--- src/rtl/lock_pkg.sv ---
// Shared constants for the push-button front end and digital_lock.
// - Default debounce / auto-repeat timing.
// - Channel indices used to address per-channel vectors.
package lock_pkg;

  localparam int DEBOUNCE_DEFAULT      = 4;
  localparam int REPEAT_DELAY_DEFAULT  = 16;
  localparam int REPEAT_PERIOD_DEFAULT = 8;

  localparam int NUM_CH     = 5;
  localparam int CH_MOD3    = 0;
  localparam int CH_MOD10   = 1;
  localparam int CH_CONFIRM = 2;
  localparam int CH_ENTER   = 3;
  localparam int CH_MODE    = 4;

endpackage

--- src/rtl/debounce_ch.sv ---
// One input channel:
// - two-flop synchroniser
// - debounce counter
// - registered rising-edge press pulse
// Ports:
//   clk     system clock, rising edge
//   rst_btn synchronous active-high reset
//   raw     asynchronous bouncy input
//   level   debounced level
//   press   one-cycle pulse on a debounced 0->1 change
module debounce_ch #(
  parameter int DEBOUNCE_CYCLES = 4,
  parameter int CNT_W           = 20
) (
  input  logic clk,
  input  logic rst_btn,
  input  logic raw,
  output logic level,
  output logic press
);

  localparam logic [CNT_W-1:0] CNT_LAST = CNT_W'(DEBOUNCE_CYCLES - 1);
  localparam logic [CNT_W-1:0] CNT_ONE  = CNT_W'(1);

  logic             s1;
  logic             s2;
  logic             db;
  logic [CNT_W-1:0] cnt;
  logic             p;

  // Synchronise, then accept s2 only after it differs from db for a full window.
  always_ff @(posedge clk) begin
    if (rst_btn) begin
      s1  <= 1'b0;
      s2  <= 1'b0;
      db  <= 1'b0;
      cnt <= '0;
      p   <= 1'b0;
    end else begin
      s1 <= raw;
      s2 <= s1;
      p  <= 1'b0;
      if (s2 == db) begin
        // Any sample agreeing with the accepted state restarts the window.
        cnt <= '0;
      end else if (cnt == CNT_LAST) begin
        db  <= s2;
        cnt <= '0;
        p   <= s2;  // pulse on press only, release is silent
      end else begin
        cnt <= cnt + CNT_ONE;
      end
    end
  end

  assign level = db;
  assign press = p;

endmodule

--- src/rtl/btn_conditioner.sv ---
// Push-button/switch conditioner in front of digital_lock.
// - Debounces five raw inputs.
// - Emits one-cycle press pulses for mod3/mod10/confirm/enter.
// - Passes a clean debounced level for mode.
// - mod10 auto-repeats while held (disabled when REPEAT_DELAY is 0).
// Ports:
//   clk, rst_btn            clock, synchronous active-high reset
//   *_raw                   asynchronous bouncy inputs
//   mod3_btn, mod10_btn,
//   confirm, enter          one-cycle press pulses
//   mode                    debounced switch level
module btn_conditioner
  import lock_pkg::*;
#(
  parameter int DEBOUNCE_CYCLES = DEBOUNCE_DEFAULT,
  parameter int REPEAT_DELAY    = REPEAT_DELAY_DEFAULT,
  parameter int REPEAT_PERIOD   = REPEAT_PERIOD_DEFAULT,
  parameter int CNT_W           = 20
) (
  input  logic clk,
  input  logic rst_btn,
  input  logic mod3_raw,
  input  logic mod10_raw,
  input  logic confirm_raw,
  input  logic enter_raw,
  input  logic mode_raw,
  output logic mod3_btn,
  output logic mod10_btn,
  output logic confirm,
  output logic enter,
  output logic mode
);

  logic [NUM_CH-1:0] raw_vec;
  logic [NUM_CH-1:0] level_vec;
  logic [NUM_CH-1:0] press_vec;
  logic              rep_pulse;

  assign raw_vec[CH_MOD3]    = mod3_raw;
  assign raw_vec[CH_MOD10]   = mod10_raw;
  assign raw_vec[CH_CONFIRM] = confirm_raw;
  assign raw_vec[CH_ENTER]   = enter_raw;
  assign raw_vec[CH_MODE]    = mode_raw;

  for (genvar ch = 0; ch < NUM_CH; ch++) begin : g_ch
    debounce_ch #(
      .DEBOUNCE_CYCLES(DEBOUNCE_CYCLES),
      .CNT_W          (CNT_W)
    ) u_ch (
      .clk    (clk),
      .rst_btn(rst_btn),
      .raw    (raw_vec[ch]),
      .level  (level_vec[ch]),
      .press  (press_vec[ch])
    );
  end

  if (REPEAT_DELAY != 0) begin : g_rep
    localparam logic [CNT_W-1:0] DELAY_LAST  = CNT_W'(REPEAT_DELAY - 1);
    localparam logic [CNT_W-1:0] PERIOD_LAST = CNT_W'(REPEAT_PERIOD - 1);
    localparam logic [CNT_W-1:0] RC_ONE      = CNT_W'(1);

    logic [CNT_W-1:0] rc;
    logic [CNT_W-1:0] rc_next;
    logic             rep;
    logic             rep_next;
    logic             pulse;
    logic             pulse_next;

    // Repeat timing. rc sits at 0 while released, so the press cycle
    // starts counting from zero.
    always_comb begin
      rc_next    = rc;
      rep_next   = rep;
      pulse_next = 1'b0;
      if (!level_vec[CH_MOD10]) begin
        rc_next  = '0;
        rep_next = 1'b0;
      end else if (!rep && (rc == DELAY_LAST)) begin
        pulse_next = 1'b1;
        rep_next   = 1'b1;
        rc_next    = '0;
      end else if (rep && (rc == PERIOD_LAST)) begin
        pulse_next = 1'b1;
        rc_next    = '0;
      end else begin
        rc_next = rc + RC_ONE;
      end
    end

    // Repeat state register.
    always_ff @(posedge clk) begin
      if (rst_btn) begin
        rc    <= '0;
        rep   <= 1'b0;
        pulse <= 1'b0;
      end else begin
        rc    <= rc_next;
        rep   <= rep_next;
        pulse <= pulse_next;
      end
    end

    assign rep_pulse = pulse;
  end else begin : g_norep
    assign rep_pulse = 1'b0;
  end

  // Both terms are flop outputs and are never high together.
  assign mod3_btn  = press_vec[CH_MOD3];
  assign mod10_btn = press_vec[CH_MOD10] | rep_pulse;
  assign confirm   = press_vec[CH_CONFIRM];
  assign enter     = press_vec[CH_ENTER];
  assign mode      = level_vec[CH_MODE];

  // Levels of the pulse channels and the mode press are intentionally unused.
  logic unused_bits;
  assign unused_bits = ^{level_vec, press_vec[CH_MODE]};

endmodule

--- config.mk ---
export PLATFORM = sky130hd
export DESIGN_NAME = btn_conditioner
export DESIGN_NICKNAME = d
export VERILOG_FILES = /design/src/rtl/lock_pkg.sv /design/src/rtl/debounce_ch.sv /design/src/rtl/btn_conditioner.sv
export SDC_FILE = /design/constraint.sdc
export NUM_CORES = 1
export LEC_CHECK = 0
export CAP_MARGIN = 20
export CORE_MARGIN = 3
export CORE_UTILIZATION = 52
export CTS_BUF_LIST = sky130_fd_sc_hd__clkbuf_8 sky130_fd_sc_hd__clkbuf_16
export CTS_CLUSTER_DIAMETER = 80
export DETAILED_ROUTE_END_ITERATION = 8
export PLACE_DENSITY = 0.72
export SYNTH_ARGS = -nofsm -noshare
export SYNTH_HDL_FRONTEND = slang
export SYNTH_SLANG_ARGS = --single-unit
--- constraint.sdc ---
create_clock -name clk -period 2.3 [get_ports clk]
set_input_delay 0.46 -clock clk [delete_from_list [all_inputs] [get_ports clk]]
set_output_delay 0.46 -clock clk [all_outputs]
set_load 0.05 [all_outputs]
Word level (Yosys, flattened, before mapping)
Index checks and enable logic that the tools add are counted.
{"block": "totals", "regBits": 141, "input_bits": 7, "output_inout_bits": 5, "word_cells": 77}
{"block": "op_classes", "add_sub_neg": 6, "n_eq_ne": 12, "muxes": 2, "n_bitwise": 11, "n_reduce_logical": 19}
{"op": "$add A20 B1 Y20 const B", "count": 6}
{"op": "$eq A20 B2 Y1 const B", "count": 5}
{"op": "$reduce_or A3 Y1", "count": 9}
{"op": "$eq A20 B3 Y1 const B", "count": 1}
{"op": "$eq A20 B4 Y1 const B", "count": 1}
{"op": "$not A1 Y1", "count": 10}
{"op": "$reduce_and A2 Y1", "count": 5}
{"op": "$eq A1 B1 Y1", "count": 5}
{"op": "$reduce_or A4 Y1", "count": 1}
{"op": "$logic_and A1 B1 Y1", "count": 2}
{"op": "$mux W1", "count": 2}
{"op": "$reduce_or A2 Y1", "count": 1}
{"op": "$logic_not A1 Y1", "count": 1}
{"op": "$or A1 B1 Y1", "count": 1}

Depth between registers and ports, before layout
{"block": "depth", "depth_word": 4, "ltp_mapped": 7}

Modules after synthesis
From an unflattened synthesis, not the netlist that was laid out.
{"block": "unflattened", "hier_cells": 716, "area_unflattened_um2": 6508.7}
{"mod": "debounce_ch", "instances": 5, "cells_per_inst": 121, "area_per_inst_um2": 1102.3}
{"mod": "btn_conditioner", "instances": 1, "cells_per_inst": 111, "area_per_inst_um2": 997.2}

Least setup slack after synthesis
OpenSTA, ideal clock, no wires.
{"block": "synth_path", "path_kind": "flip-flop to flip-flop", "from": "reg g_ch[1].u_ch.cnt[0]", "to": "reg g_ch[1].u_ch.cnt[10]", "setup_time_ns": 0.117, "arrival_time_ns": 1.791, "setup_slack_ns": 0.392, "stages_incl_launch_ff": 8, "path_cell_list": "dfxtp_1 ha_1 clkbuf_1 nor4b_1 nand2_1 o31ai_2 buf_2 nor2_1"}
{"block": "synth_between", "elab_chain_cells": 2, "word_cells_on_any_way": 3, "classes_between": "1 x add/sub; 1 x eq/ne; 1 x reduce/logical"}
{"item": "start: declaration", "line_no": "debounce_ch.sv:28", "rtl": "logic [CNT_W-1:0] cnt;"}
{"item": "start signal: assignment", "line_no": "debounce_ch.sv:51", "rtl": "cnt <= cnt + CNT_ONE;"}
{"item": "parallel branches: the longest is 2 deep, another holds $add A20 B1 Y20"}
Parallel ways; which one is timed is not known.
A chain may end at the register's enable or synchronous reset.

Worst setup path in the final report
{"block": "layout_path", "from": "reg g_rep.pulse", "to": "out mod10_btn"}
{"block": "layout_between", "elab_chain_cells": 1}
{"item": "start: declaration", "line_no": "btn_conditioner.sv:67", "rtl": "logic pulse;"}
{"item": "start signal: assignment", "line_no": "btn_conditioner.sv:100", "rtl": "pulse <= pulse_next;"}
{"item": "$or A1 B1 Y1", "line_no": "btn_conditioner.sv:111", "rtl": "assign mod10_btn = press_vec[CH_MOD10] | rep_pulse;"}
{"item": "end: declaration", "line_no": "btn_conditioner.sv:28", "rtl": "output logic mod10_btn,"}
Every way passes these cells.

==> reports/qor.txt <==
========================================================================================================
Vias per inst .............................................................................         5.69
Number of ports placed on the die boundary ................................................           12
Core Rows .................................................................................           39
Arrival time worst endpoint ...............................................................      1720 ps
Post-CTS Setup Repair Bufs ................................................................            0
Cell types occupying the most area after synthesis ........................................ sky130_fd_sc_hd__dfxtp_1 46%, sky130_fd_sc_hd__xnor2_1 6.5%, sky130_fd_sc_hd__nor2_1 6.1%
Routed wire length ........................................................................     11900 um
Run status ................................................................................ finished clean
GRT Resource Usage Total ..................................................................        19.5%
Die Wd ....................................................................................       115 um
Register area ............................................................................. 0.00282 mm^2
Synthesized cell area ..................................................................... 0.00616 mm^2
CTS Buffer Depth ..........................................................................            2
Post-CTS clock slew at the launch and capture registers of the worst setup and hold paths .        60 ps
Initial core utilization ..................................................................        53.5%
Combined area of the multi-input logic cells .............................................. 0.00317 mm^2
Synthesized-area fraction occupied by adder cells .........................................        1.22%
Library cell with the largest summed area after synthesis ................................. sky130_fd_sc_hd__dfxtp_1
Diode count ...............................................................................            0
Unrepaired setup endpoints after global routing ...........................................        false
Clock period minus worst slack ............................................................      2180 ps
Worst Path Required .......................................................................      1840 ps
Fraction of the mapped netlist area in compound gates .....................................        7.11%
Final instance count without filler cells .................................................          886
#FFs+latches synth ........................................................................          141
Number of DRC violations after detailed routing ...........................................            0
Initial antenna violation count ...........................................................            0
Most used flip-flop cell after synthesis .................................................. sky130_fd_sc_hd__dfxtp_1
Number of DRC violations after detailed-routing iteration 0 ...............................          358
Top-area cell type share of the netlist area ..............................................        45.8%
Synthesized netlist cell count ............................................................          707
DR vias ...................................................................................         5041
Async set-or-reset flop fraction in the synthesized netlist ...............................           0%
Setup_tns .................................................................................         0 ps
Fraction of final layout cells with drive strength greater than 1 .........................        7.67%
Clk Latency, worst-skew pair ..............................................................       420 ps
Combinational family with the most area after synthesis ................................... simple AND/OR/NAND/NOR gates
Critical Path Source Type .................................................................         flop
Number of buffer cells added on primary ports .............................................           11
Max-slew headroom at the worst pin ........................................................        50.1%
Vias in the first global route ............................................................         4902
RePlAce Congestion ........................................................................        0.849
Placed cells ..............................................................................          854
Worst Tran Pin Value ......................................................................       741 ps
Die height ................................................................................       115 um
Number of flops mapped to enable cells by yosys ...........................................            0
Fill cells ................................................................................          988
Wire length of the first global-routing pass ..............................................     21200 um
Total leakage power .......................................................................      2.21 nW
H-tree level count ........................................................................            4
NumNets Final .............................................................................          743
Final number of max-transition violations .................................................            0
CP Capture Type ...........................................................................  output port
Detailed Place HPWL .......................................................................      8210 um
Antenna-violating nets left ...............................................................            0
Net count after synthesis .................................................................          720
Area added between synthesis and finish ...................................................        14.8%
Mean routed wirelength per cell ...........................................................      13.4 um
Highest-count cells in the layout ignoring fill and taps .................................. 141 x sky130_fd_sc_hd__dfxtp_1, 100 x sky130_fd_sc_hd__nor2_1, 46 x sky130_fd_sc_hd__xnor2_1, 38 x sky130_fd_sc_hd__nand2_1, 37 x sky130_fd_sc_hd__a21oi_1
Endpoints failing hold ....................................................................            0
Maximum number of pins on one net before global-route repair ..............................           21
Max-cap violation count ...................................................................            0
Worst vdd ir ..............................................................................     0.586 mV
Clock buffers created by TritonCTS ........................................................           17
Basic-gate share of the synthesized area counting and, or, nand and nor cells .............        31.5%
Number of hold-repair buffers added at the cts stage ......................................            0
Multiplexer area fraction after synthesis .................................................       0.162%
Peak Freq .................................................................................    0.459 GHz
Biggest fanout along the worst timing path ................................................            1
Path type of the worst setup path ......................................................... flop to output port
Most common library cell in the layout ignoring fill and taps ............................. sky130_fd_sc_hd__dfxtp_1
Final Skew ................................................................................      7.63 ps
Worst hold path class ..................................................................... flop to flop
Post-synthesis cell type count ............................................................           38
Count of instances resized after the clock tree is built ..................................            0
Sequential share of the synthesized area ..................................................        45.8%
Remaining global-route overflow ...........................................................            0
Area inside the core boundary .............................................................  0.0115 mm^2
Sinks on Clock Net ........................................................................          141
XOR/XNOR share of the synthesized area ....................................................        11.5%
Final Core Density ........................................................................        61.4%
Setup violations, final ...................................................................            0
Final cycle utilization of the critical path ..............................................        94.8%
Number of optimization iterations in the first detailed-route pass ........................            4
Clock tree from TritonCTS .................................................................        built
Avg Cell Area, Syn ........................................................................    8.72 um^2
Clock Tree Root ........................................................................... sky130_fd_sc_hd__clkbuf_16
Pwr/cell area .............................................................................  746 mW/mm^2
DIE AREA ..................................................................................  0.0132 mm^2
Yosys Warn Count ..........................................................................            0
========================================================================================================
## worst max-delay path, stage by stage (launching register included)
cell and delay [ps]:
sky130_fd_sc_hd__dfxtp_1 290, sky130_fd_sc_hd__or2_2 300, sky130_fd_sc_hd__clkdlybuf4s50_1 700
## registers in the layout, summed over array words and instances, names as in the netlist
signal and cells:
g_rep.pulse 1, g_ch.u_ch.s1 5, g_ch.u_ch.press 4, g_ch.u_ch.s2 5, g_rep.rep 1, g_rep.rc 20, g_ch.u_ch.cnt 100, g_ch.u_ch.level 5
## layout make-up
class                           instances  share of cell area (%)
Sequential cell                       141                    39.9
Timing Repair Buffer                   25                    3.04
Tap cell                              143                    2.53
Multi-Input combinational cell        524                    44.8
Clock buffer                           18                    6.21
Clock inverter                         14                    2.35
Inverter                               21                    1.11
## synthesized netlist by cell type, types with 13 or more instances
library cell and count:
sky130_fd_sc_hd__dfxtp_1 141, sky130_fd_sc_hd__nor4_1 36, sky130_fd_sc_hd__nor3_1 13, sky130_fd_sc_hd__clkbuf_1 15, sky130_fd_sc_hd__nand2_1 38, sky130_fd_sc_hd__xor2_1 35, sky130_fd_sc_hd__a21oi_1 37, sky130_fd_sc_hd__o21ai_0 29
sky130_fd_sc_hd__nand3_1 36, sky130_fd_sc_hd__and3_1 13, sky130_fd_sc_hd__xnor2_1 46, sky130_fd_sc_hd__nand4_1 30, sky130_fd_sc_hd__inv_1 21, sky130_fd_sc_hd__or3_1 29, sky130_fd_sc_hd__nor2_1 100
## power breakdown
part / switching [W] / internal, W
clock network: 0.00103 / 0.00173
registers: 0.00000572 / 0.00245
logic: 0.0000279 / 0.0000251
total: 0.00106 / 0.00421
## layer usage
layer  GRT usage [%]  vias up  routed length (um)
li1                -     2574                   -
met1            23.0     2355                5470
met2            32.9       83                5780
met3            5.21       29                 356
met4            9.31        0                 279
met5               0        -                   0
## cells by family after synthesis
family,Yosys count
AO/OA/AOI/OAI,79
multiplexers,1
AND/OR/NAND/NOR,357
buffers and inverters,42
flip-flops,141
XOR/XNOR,81
adder cells (fa/ha/maj),6
## worst paths after layout
check	from	to	slack, ps	cells after the start
max	g_rep.pulse	mod10_btn	120	2
min	g_ch[1].u_ch.s1	g_ch[1].u_ch.s2	440	1
max reg2reg	g_rep.rc[0]	g_rep.rc[16]	260	5
min reg2reg	g_ch[1].u_ch.s1	g_ch[1].u_ch.s2	440	1
## per-stage QoR
step	hold WS [ps]	instance area [um^2]	setup slack (ps)	total power [W]
6_report	435	7070	120	0.00528
5_1_grt	450	7070	56.4	0.00546
4_1_cts	439	7070	86.8	0.00534
3_5_place_dp	426	6470	253	0.00257
3_3_place_gp	418	6470	328	0.00256
2_1_floorplan	413	6160	392	0.00254
No activity file was read; power rests on OpenSTA's default activity.
